[src/rtl/sprite_position_ctrl_if.sv]
// Move-request channel between a requester and sprite_position_ctrl.
// Latency: none; this is wiring only.
// Backpressure: the requester holds move_valid until it samples move_ready high.
interface sprite_position_ctrl_if;
  logic              move_valid;
  logic signed [5:0] move_dx;
  logic signed [5:0] move_dy;
  logic              move_ready;

  modport master (output move_valid, output move_dx, output move_dy, input move_ready);
  modport slave  (input move_valid, input move_dx, input move_dy, output move_ready);
endinterface

[src/rtl/sprite_position_ctrl.sv]
// Owns the square's bounding box; applies one buffered signed move per frame, clamped to the screen.
// Latency: the new box is on the outputs 3 cycles after the frame_start cycle (inside vertical blank).
// Backpressure: a one-entry buffer; move_ready is low from accept until the cycle after COMMIT.
module sprite_position_ctrl #(
  parameter int HLINES = 640,
  parameter int VLINES = 480,
  parameter int SIZE   = 40,
  parameter int INIT_X = 300,
  parameter int INIT_Y = 220
) (
  input  logic                        pixel_clk,
  input  logic                        reset,
  input  logic [10:0]                 hcounter,
  input  logic [10:0]                 vcounter,
  sprite_position_ctrl_if.slave       move,
  output logic [10:0]                 h_min,
  output logic [10:0]                 h_max,
  output logic [10:0]                 v_min,
  output logic [10:0]                 v_max,
  output logic                        frame_tick,
  output logic                        updated,
  output logic [3:0]                  edge_hit
);

  localparam logic [1:0] S_WAIT   = 2'd0;
  localparam logic [1:0] S_ADD    = 2'd1;
  localparam logic [1:0] S_CLAMP  = 2'd2;
  localparam logic [1:0] S_COMMIT = 2'd3;

  // Largest legal top-left corner so the whole box stays on screen.
  localparam logic signed [11:0] X_LIM = 12'(HLINES - 1 - SIZE);
  localparam logic signed [11:0] Y_LIM = 12'(VLINES - 1 - SIZE);
  localparam logic [10:0]        BOX   = 11'(SIZE);

  logic [1:0]        state;
  logic              pending;
  logic signed [5:0] dx_q;
  logic signed [5:0] dy_q;
  logic signed [11:0] nx;
  logic signed [11:0] ny;
  logic [10:0]       cx;
  logic [10:0]       cy;
  logic [3:0]        hit;
  logic              frame_start;
  logic              accept;

  // Only this exact equality is decoded, so out-of-range counters cannot disturb state.
  assign frame_start     = (hcounter == 11'd0) && (vcounter == 11'(VLINES));
  assign accept          = move.move_valid && !pending;
  assign move.move_ready = !pending;

  // Registered copy of the frame boundary strobe.
  always_ff @(posedge pixel_clk) begin
    if (reset) frame_tick <= 1'b0;
    else       frame_tick <= frame_start;
  end

  // One-entry move buffer: fill on accept, release when the commit cycle finishes.
  always_ff @(posedge pixel_clk) begin
    if (reset) begin
      pending <= 1'b0;
      dx_q    <= '0;
      dy_q    <= '0;
    end else if (accept) begin
      pending <= 1'b1;
      dx_q    <= move.move_dx;
      dy_q    <= move.move_dy;
    end else if (state == S_COMMIT) begin
      pending <= 1'b0;
    end
  end

  // Update sequencer; pending is the registered flag, so a same-cycle accept waits a frame.
  always_ff @(posedge pixel_clk) begin
    if (reset) begin
      state <= S_WAIT;
      nx    <= '0;
      ny    <= '0;
    end else begin
      case (state)
        S_WAIT: if (frame_start && pending) state <= S_ADD;
        S_ADD: begin
          nx    <= $signed({1'b0, h_min}) + $signed({{6{dx_q[5]}}, dx_q});
          ny    <= $signed({1'b0, v_min}) + $signed({{6{dy_q[5]}}, dy_q});
          state <= S_CLAMP;
        end
        S_CLAMP:  state <= S_COMMIT;
        S_COMMIT: state <= S_WAIT;
        default:  state <= S_WAIT;
      endcase
    end
  end

  // Clamp the raw sum to the visible area; hit is {bottom, top, right, left}.
  always_comb begin
    cx  = nx[10:0];
    cy  = ny[10:0];
    hit = 4'b0000;
    if (nx < 12'sd0) begin
      cx     = 11'd0;
      hit[0] = 1'b1;
    end else if (nx > X_LIM) begin
      cx     = X_LIM[10:0];
      hit[1] = 1'b1;
    end
    if (ny < 12'sd0) begin
      cy     = 11'd0;
      hit[2] = 1'b1;
    end else if (ny > Y_LIM) begin
      cy     = Y_LIM[10:0];
      hit[3] = 1'b1;
    end
  end

  // Box registers load on the edge entering COMMIT so the new box appears 3 cycles after
  // frame_start; COMMIT itself then frees the buffer.
  always_ff @(posedge pixel_clk) begin
    if (reset) begin
      h_min    <= 11'(INIT_X);
      h_max    <= 11'(INIT_X + SIZE);
      v_min    <= 11'(INIT_Y);
      v_max    <= 11'(INIT_Y + SIZE);
      updated  <= 1'b0;
      edge_hit <= 4'b0000;
    end else begin
      updated <= 1'b0;
      if (state == S_CLAMP) begin
        h_min    <= cx;
        h_max    <= cx + BOX;
        v_min    <= cy;
        v_max    <= cy + BOX;
        edge_hit <= hit;
        updated  <= 1'b1;
      end
    end
  end

endmodule
[src/flat_wrapper.sv]
// flat-port wrapper written by rule: the top's interface ports become plain ports
module sprite_position_ctrl_flat 
#(
  parameter int HLINES = 640,
  parameter int VLINES = 480,
  parameter int SIZE   = 40,
  parameter int INIT_X = 300,
  parameter int INIT_Y = 220
)
  (pixel_clk, reset, hcounter, vcounter, h_min, h_max, v_min, v_max, frame_tick, updated, edge_hit, move_move_valid, move_move_dx, move_move_dy, move_move_ready);
  sprite_position_ctrl_if move_i ();
  input  logic pixel_clk;
  input  logic reset;
  input  logic [10:0] hcounter;
  input  logic [10:0] vcounter;
  output logic [10:0] h_min;
  output logic [10:0] h_max;
  output logic [10:0] v_min;
  output logic [10:0] v_max;
  output logic frame_tick;
  output logic updated;
  output logic [3:0] edge_hit;
  input wire logic [$bits(move_i.move_valid)-1:0] move_move_valid;
  input wire logic [$bits(move_i.move_dx)-1:0] move_move_dx;
  input wire logic [$bits(move_i.move_dy)-1:0] move_move_dy;
  output wire logic [$bits(move_i.move_ready)-1:0] move_move_ready;
  assign move_i.move_valid = move_move_valid;
  assign move_i.move_dx = move_move_dx;
  assign move_i.move_dy = move_move_dy;
  assign move_move_ready = move_i.move_ready;
  sprite_position_ctrl #(.HLINES(HLINES), .VLINES(VLINES), .SIZE(SIZE), .INIT_X(INIT_X), .INIT_Y(INIT_Y)) u_core (.pixel_clk(pixel_clk), .reset(reset), .hcounter(hcounter), .vcounter(vcounter), .move(move_i), .h_min(h_min), .h_max(h_max), .v_min(v_min), .v_max(v_max), .frame_tick(frame_tick), .updated(updated), .edge_hit(edge_hit));
endmodule
[config.mk]
export PLATFORM = sky130hd
export DESIGN_NAME = sprite_position_ctrl_flat
export DESIGN_NICKNAME = d
export VERILOG_FILES = /design/src/rtl/sprite_position_ctrl_if.sv /design/src/rtl/sprite_position_ctrl.sv /design/src/flat_wrapper.sv
export SDC_FILE = /design/constraint.sdc
export NUM_CORES = 1
export LEC_CHECK = 0
export BUFFER_PORTS_ARGS = -buffer_cell sky130_fd_sc_hd__buf_2
export CAP_MARGIN = 10
export CORE_MARGIN = 8
export CORE_UTILIZATION = 50
export DETAILED_ROUTE_END_ITERATION = 16
export HOLD_SLACK_MARGIN = 0.12
export PLACE_DENSITY_LB_ADDON = 0.1
export SLEW_MARGIN = 10
export SYNTH_ARGS = -nofsm -noshare
export SYNTH_HDL_FRONTEND = slang
export SYNTH_SLANG_ARGS = --single-unit
[constraint.sdc]
create_clock -name pixel_clk -period 2.1 [get_ports pixel_clk]
set_input_delay 0.525 -clock pixel_clk [delete_from_list [all_inputs] [get_ports pixel_clk]]
set_output_delay 0.525 -clock pixel_clk [all_outputs]
set_load 0.05 [all_outputs]
**Word-level counts from Yosys, hierarchy flattened**

Cells that the tools add are included.

- Reductions and logical operators: 7
- Magnitude comparators: 4
- Mux-type cells: 15
- Equal/unequal tests: 5
- Add/subtract/negate cells: 4

Operators with widths:

| operator | count |
|---|---|
| $mux 11 | 4 |
| $add 12x6->12 | 2 |
| $lt 12x1->1 const B | 2 |
| $add 11x6->11 const B | 2 |
| $gt 12x10->1 const B | 1 |
| $gt 12x11->1 const B | 1 |
| $eq 11x9->1 const B | 1 |
| $logic_not 11->1 | 1 |
| $mux 1 | 9 |
| $pmux 2 s4 | 1 |
| $eq 2x2->1 const B | 2 |
| $logic_and 1x1->1 | 3 |
| $eq 2x1->1 const B | 1 |
| $logic_not 2->1 | 1 |
| $mux 2 | 1 |
| $ne 2x1->1 const B | 1 |
| $reduce_bool 2->1 | 1 |
| $logic_not 1->1 | 1 |

- Flip-flop bits (word level): 89
- Output and inout port bits: 51
- Bits of input ports: 37

**Longest topological paths before layout**

- Word-level depth: 5
- Gate-level depth with buffers: 12

**Worst setup path before layout**

No wires, ideal clock.

- Kind: reg-to-reg
- Start point: register, netlist name u_core.v_max[0]
- End point: register u_core.ny[10]
- Setup time: 0.127 ns
- Clock period less this slack: 2.444 ns
- Required time: 1.973 ns
- Slack: -0.344 ns
- Buffers on the path: 0
- Stages on the path, launching flop included: 9
- Data arrival time: 2.317 ns
- Cell sequence: dfxtp_1 > ha_1 > inv_1 > fa_1 > nor2b_1 > o211ai_1 > a21o_1 > and3_1 > or3_1

RTL lines:

| what | RTL line | text |
|---|---|---|
| to (signal assigned) | sprite_position_ctrl.sv:84 | `ny <= $signed({1'b0, v_min}) + $signed({{6{dy_q[5]}}, dy_q});` |
| to (decl) | sprite_position_ctrl.sv:40 | `logic signed [11:0] ny;` |

**Worst setup path in the final report**

- Start point: register u_core.dx_q[0]
- End point: register u_core.nx[10]

- Longest elaborated chain between the ends: 1

RTL lines:

| what | RTL line | text |
|---|---|---|
| from (decl) | sprite_position_ctrl.sv:37 | `logic signed [5:0] dx_q;` |
| from (signal assigned) | sprite_position_ctrl.sv:66 | `dx_q <= move.move_dx;` |
| $add 12x6->12 | sprite_position_ctrl.sv:83 | `nx <= $signed({1'b0, h_min}) + $signed({{6{dx_q[5]}}, dx_q});` |
| to (signal assigned) | sprite_position_ctrl.sv:83 |  |
| to (decl) | sprite_position_ctrl.sv:39 | `logic signed [11:0] nx;` |

Every way passes these cells.
A chain may end at the register's enable or synchronous reset.

==> impl_metrics.py <==
metrics = {
    "pwr": {
        "ir_drop_mv": 0.430,
        "p_per_area_nw_per_um2": 725,
        "leakage_nw": 2.31,
    },
    "worst_setup_path": {
        "cp-endpoint": "u_core.nx[10]$_SDFFE_PP0N_",
        "end_kind": "flop",
        "r2r-start": "u_core.dx_q[0]$_SDFFE_PP0P_",
        "start_kind": "flop",
        "reg2reg_slack_ps": 20,
        "r2r_end": "u_core.nx[10]$_SDFFE_PP0N_",
        "r2r_cells": 8,
        "crit_fanout": 4,
        "cp.arrival_ps": 2320,
        "worstPathRequired_ps": 2340,
        "crit_start": "u_core.dx_q[0]$_SDFFE_PP0P_",
        "critPathKind": "flop to flop",
    },
    "detailed_routing": {
        "postRouteAntennaNets": 0,
        "firstDrtPassIters": 4,
        "wl_um": 11900,
        "drc": 0,
        "drt_iter0_markers": 238,
        "wire_per_inst_um": 16.2,
        "vias_per_cell": 5.66,
        "dr_total_vias": 4165,
    },
    "clocking": {
        "cts_buffers": 9,
        "clkLatencyLatePin_ps": 360,
        "htree_levels": 3,
        "cts_tree": "built",
        "clockBufferDepth": 2,
        "cts-root-buf": "clkbuf_8",
        "clk_pin_slew_ps": 90,
        "cts_sinks": 83,
    },
    "sta": {
        "rsz0062_at_grt": "true",
        "max_freq_ghz": 0.482,
        "worst_pin_slew_ps": 561,
        "fin_tns_setup_ps": 0,
        "min_period_ps": 2080,
        "finalCritPeriodShare_pct": 98.8,
        "hold_viol_final": 0,
        "drv_slew": 0,
        "finalSetupViolations": 0,
        "slew-limit-headroom_pct": 62.4,
        "skew_ps": 9.91,
    },
    "synthesis": {
        "synth-warning-count": 0,
        "synth_cell_types": 64,
        "synth-seq-area-share_pct": 37.2,
        "syn_nets": 589,
        "syn_area_um2": 4460,
        "synthCells": 521,
        "avgSynthCellArea_um2": 8.57,
        "synth-seq-cells": 83,
        "synth-edff-count": 0,
        "synth_ff_type": "dfxtp_1",
        "synthArstFlopShare_pct": 0,
    },
    "placed_design": {
        "place_inst": 719,
        "place.gp.congestion": 0.864,
        "io_buffers": 87,
        "dpl.hpwl_um": 8810,
    },
    "finish": {
        "postLayoutCoreUtil_pct": 62.5,
        "drive_gt1_share_pct": 28.8,
        "layout_common_cells": "buf_2, dfxtp_1, nand2_1, nor2_1, a21oi_1",
        "finalNetCount": 691,
        "final_common_cell": "buf_2",
        "stdcell_count": 736,
        "antenna_cells": 0,
        "syn2layout_area_growth_pct": 21.6,
    },
    "job": {
        "cap_violations": 0,
    },
    "die": {
        "ios": 88,
        "row_count": 34,
        "die_x_um": 110,
        "die_h_um": 110,
        "core-area_um2": 8680,
        "initial_core_util_pct": 51.4,
        "die-area_um2": 12200,
    },
    "global_route": {
        "antenna_found_initial": 0,
        "grt_max_degree": 35,
        "overflow": 0,
        "grt_first_pass_wirelength_um": 19900,
        "groute.usage.overall_pct": 19.3,
        "grt_pass1_vias": 4018,
    },
    "worst_hold_path": {
        "hold_class": "input port to flop",
    },
    "outcome": {
        "status": "finished clean",
    },
}
power breakdown:
group	internal [W]	leakage, nW	total [W]	switching, W
sequential	0.00168	0.678	0.00178	0.0000938
clock	0.000560	0.102	0.00118	0.000622
combinational	0.000380	1.53	0.000977	0.000597
logic make-up (layout without fill, tap and decap cells):
logic type | Yosys count | after routing | share of synthesized area [%]
xor gates and xnor gates | 11 | 11 | 2.16
AOI/OAI and AO/OA | 137 | 137 | 20.9
muxes | 17 | 17 | 3.81
DFF | 83 | 83 | 37.2
buffers and inverters | 53 | 160 | 5.91
and+or+nand+nor | 189 | 189 | 21.0
adders and majority gates | 31 | 31 | 9.02
critical path: stages, from the launching register on:
cell	delay (ps)
dfxtp_2	360
ha_4	150
inv_1	50
fa_2	360
nor2b_4	130
o211ai_1	120
a21o_1	270
and3_1	180
or3_1	330
stage by stage:
stage	cell area, um2	hold slack [ps]	power, W	worst slack (ps)
2_1_floorplan	4500	440	0.00248	-33.2
3_3_place_gp	5150	430	0.00275	43.6
3_5_place_dp	5150	438	0.00276	2.81
4_1_cts	5350	375	0.00395	18.7
5_1_grt	5430	383	0.00416	-56.9
6_report	5430	389	0.00394	24.8
cells in the mapped netlist, drive strengths merged (6+ instances only):
master	instances	area [um2]
a21oi	40	204
mux2i	17	170
a211oi	10	85.1
o21ai	22	118
o211ai	6	45.0
o31ai	9	67.6
dfxtp	83	1660
a21o	10	76.3
buf	13	104
clkbuf	19	81.3
nand3	11	55.1
xnor2	7	61.3
nand2	55	206
nor4	6	50.0
and2	9	57.6
o311ai	6	52.6
nor2	48	183
nor2b	11	68.8
ha	29	363
nor3	17	85.1
inv	20	75.1
worst min path at each step:
stage,from,end,cells after the start
after floorplan,u_core.dx_q[2]$_SDFFE_PP0P_,u_core.dx_q[2]$_SDFFE_PP0P_,2
after global placement,u_core.v_max[3]$_SDFFE_PP0P_,u_core.v_max[3]$_SDFFE_PP0P_,1
after detailed placement,u_core.v_max[10]$_SDFFE_PP0P_,u_core.v_max[10]$_SDFFE_PP0P_,1
after CTS,move_move_dx[0],u_core.dx_q[0]$_SDFFE_PP0P_,3
after global routing,move_move_dx[1],u_core.dx_q[1]$_SDFFE_PP0P_,3
final,move_move_dx[1],u_core.dx_q[1]$_SDFFE_PP0P_,3
final cells by class:
| cell class | instances | area [um2] |
|---|---|---|
| multi-input combinational | 385 | 2620 |
| clock inverter | 7 | 76.3 |
| tap | 108 | 135 |
| timing repair buffer | 123 | 706 |
| clock buffer | 9 | 124 |
| sequential | 83 | 1690 |
| inverter | 21 | 78.8 |
| fill | 789 | 3250 |
timing repair:
action | 4_1_cts | 5_1_grt
pin swaps | 1 | 9
setup endpoints to repair | 1 | 10
gates resized for setup | 1 | 21
hold buffers | 0 | 0
buffers inserted | 0 | 1
flip-flops by register name, indices dropped and copies added (netlist names):
register and count:
u_core.v_min 8, u_core.h_max 11, u_core.edge_hit 4, u_core.nx 12
u_core.pending 1, u_core.h_min 8, u_core.updated 1, u_core.dx_q 6
u_core.ny 12, u_core.frame_tick 1, u_core.state 2, u_core.v_max 11
u_core.dy_q 6
routing by layer:
metal / global-route usage (%) / vias up / wire [um]
met1: 25.5 / 1939 / 5480
met5: 0 / - / 0
li1: - / 2085 / -
met4: 7.30 / 0 / 108
met2: 30.2 / 131 / 5600
met3: 3.84 / 10 / 702
No activity file was read; power rests on OpenSTA's default activity.
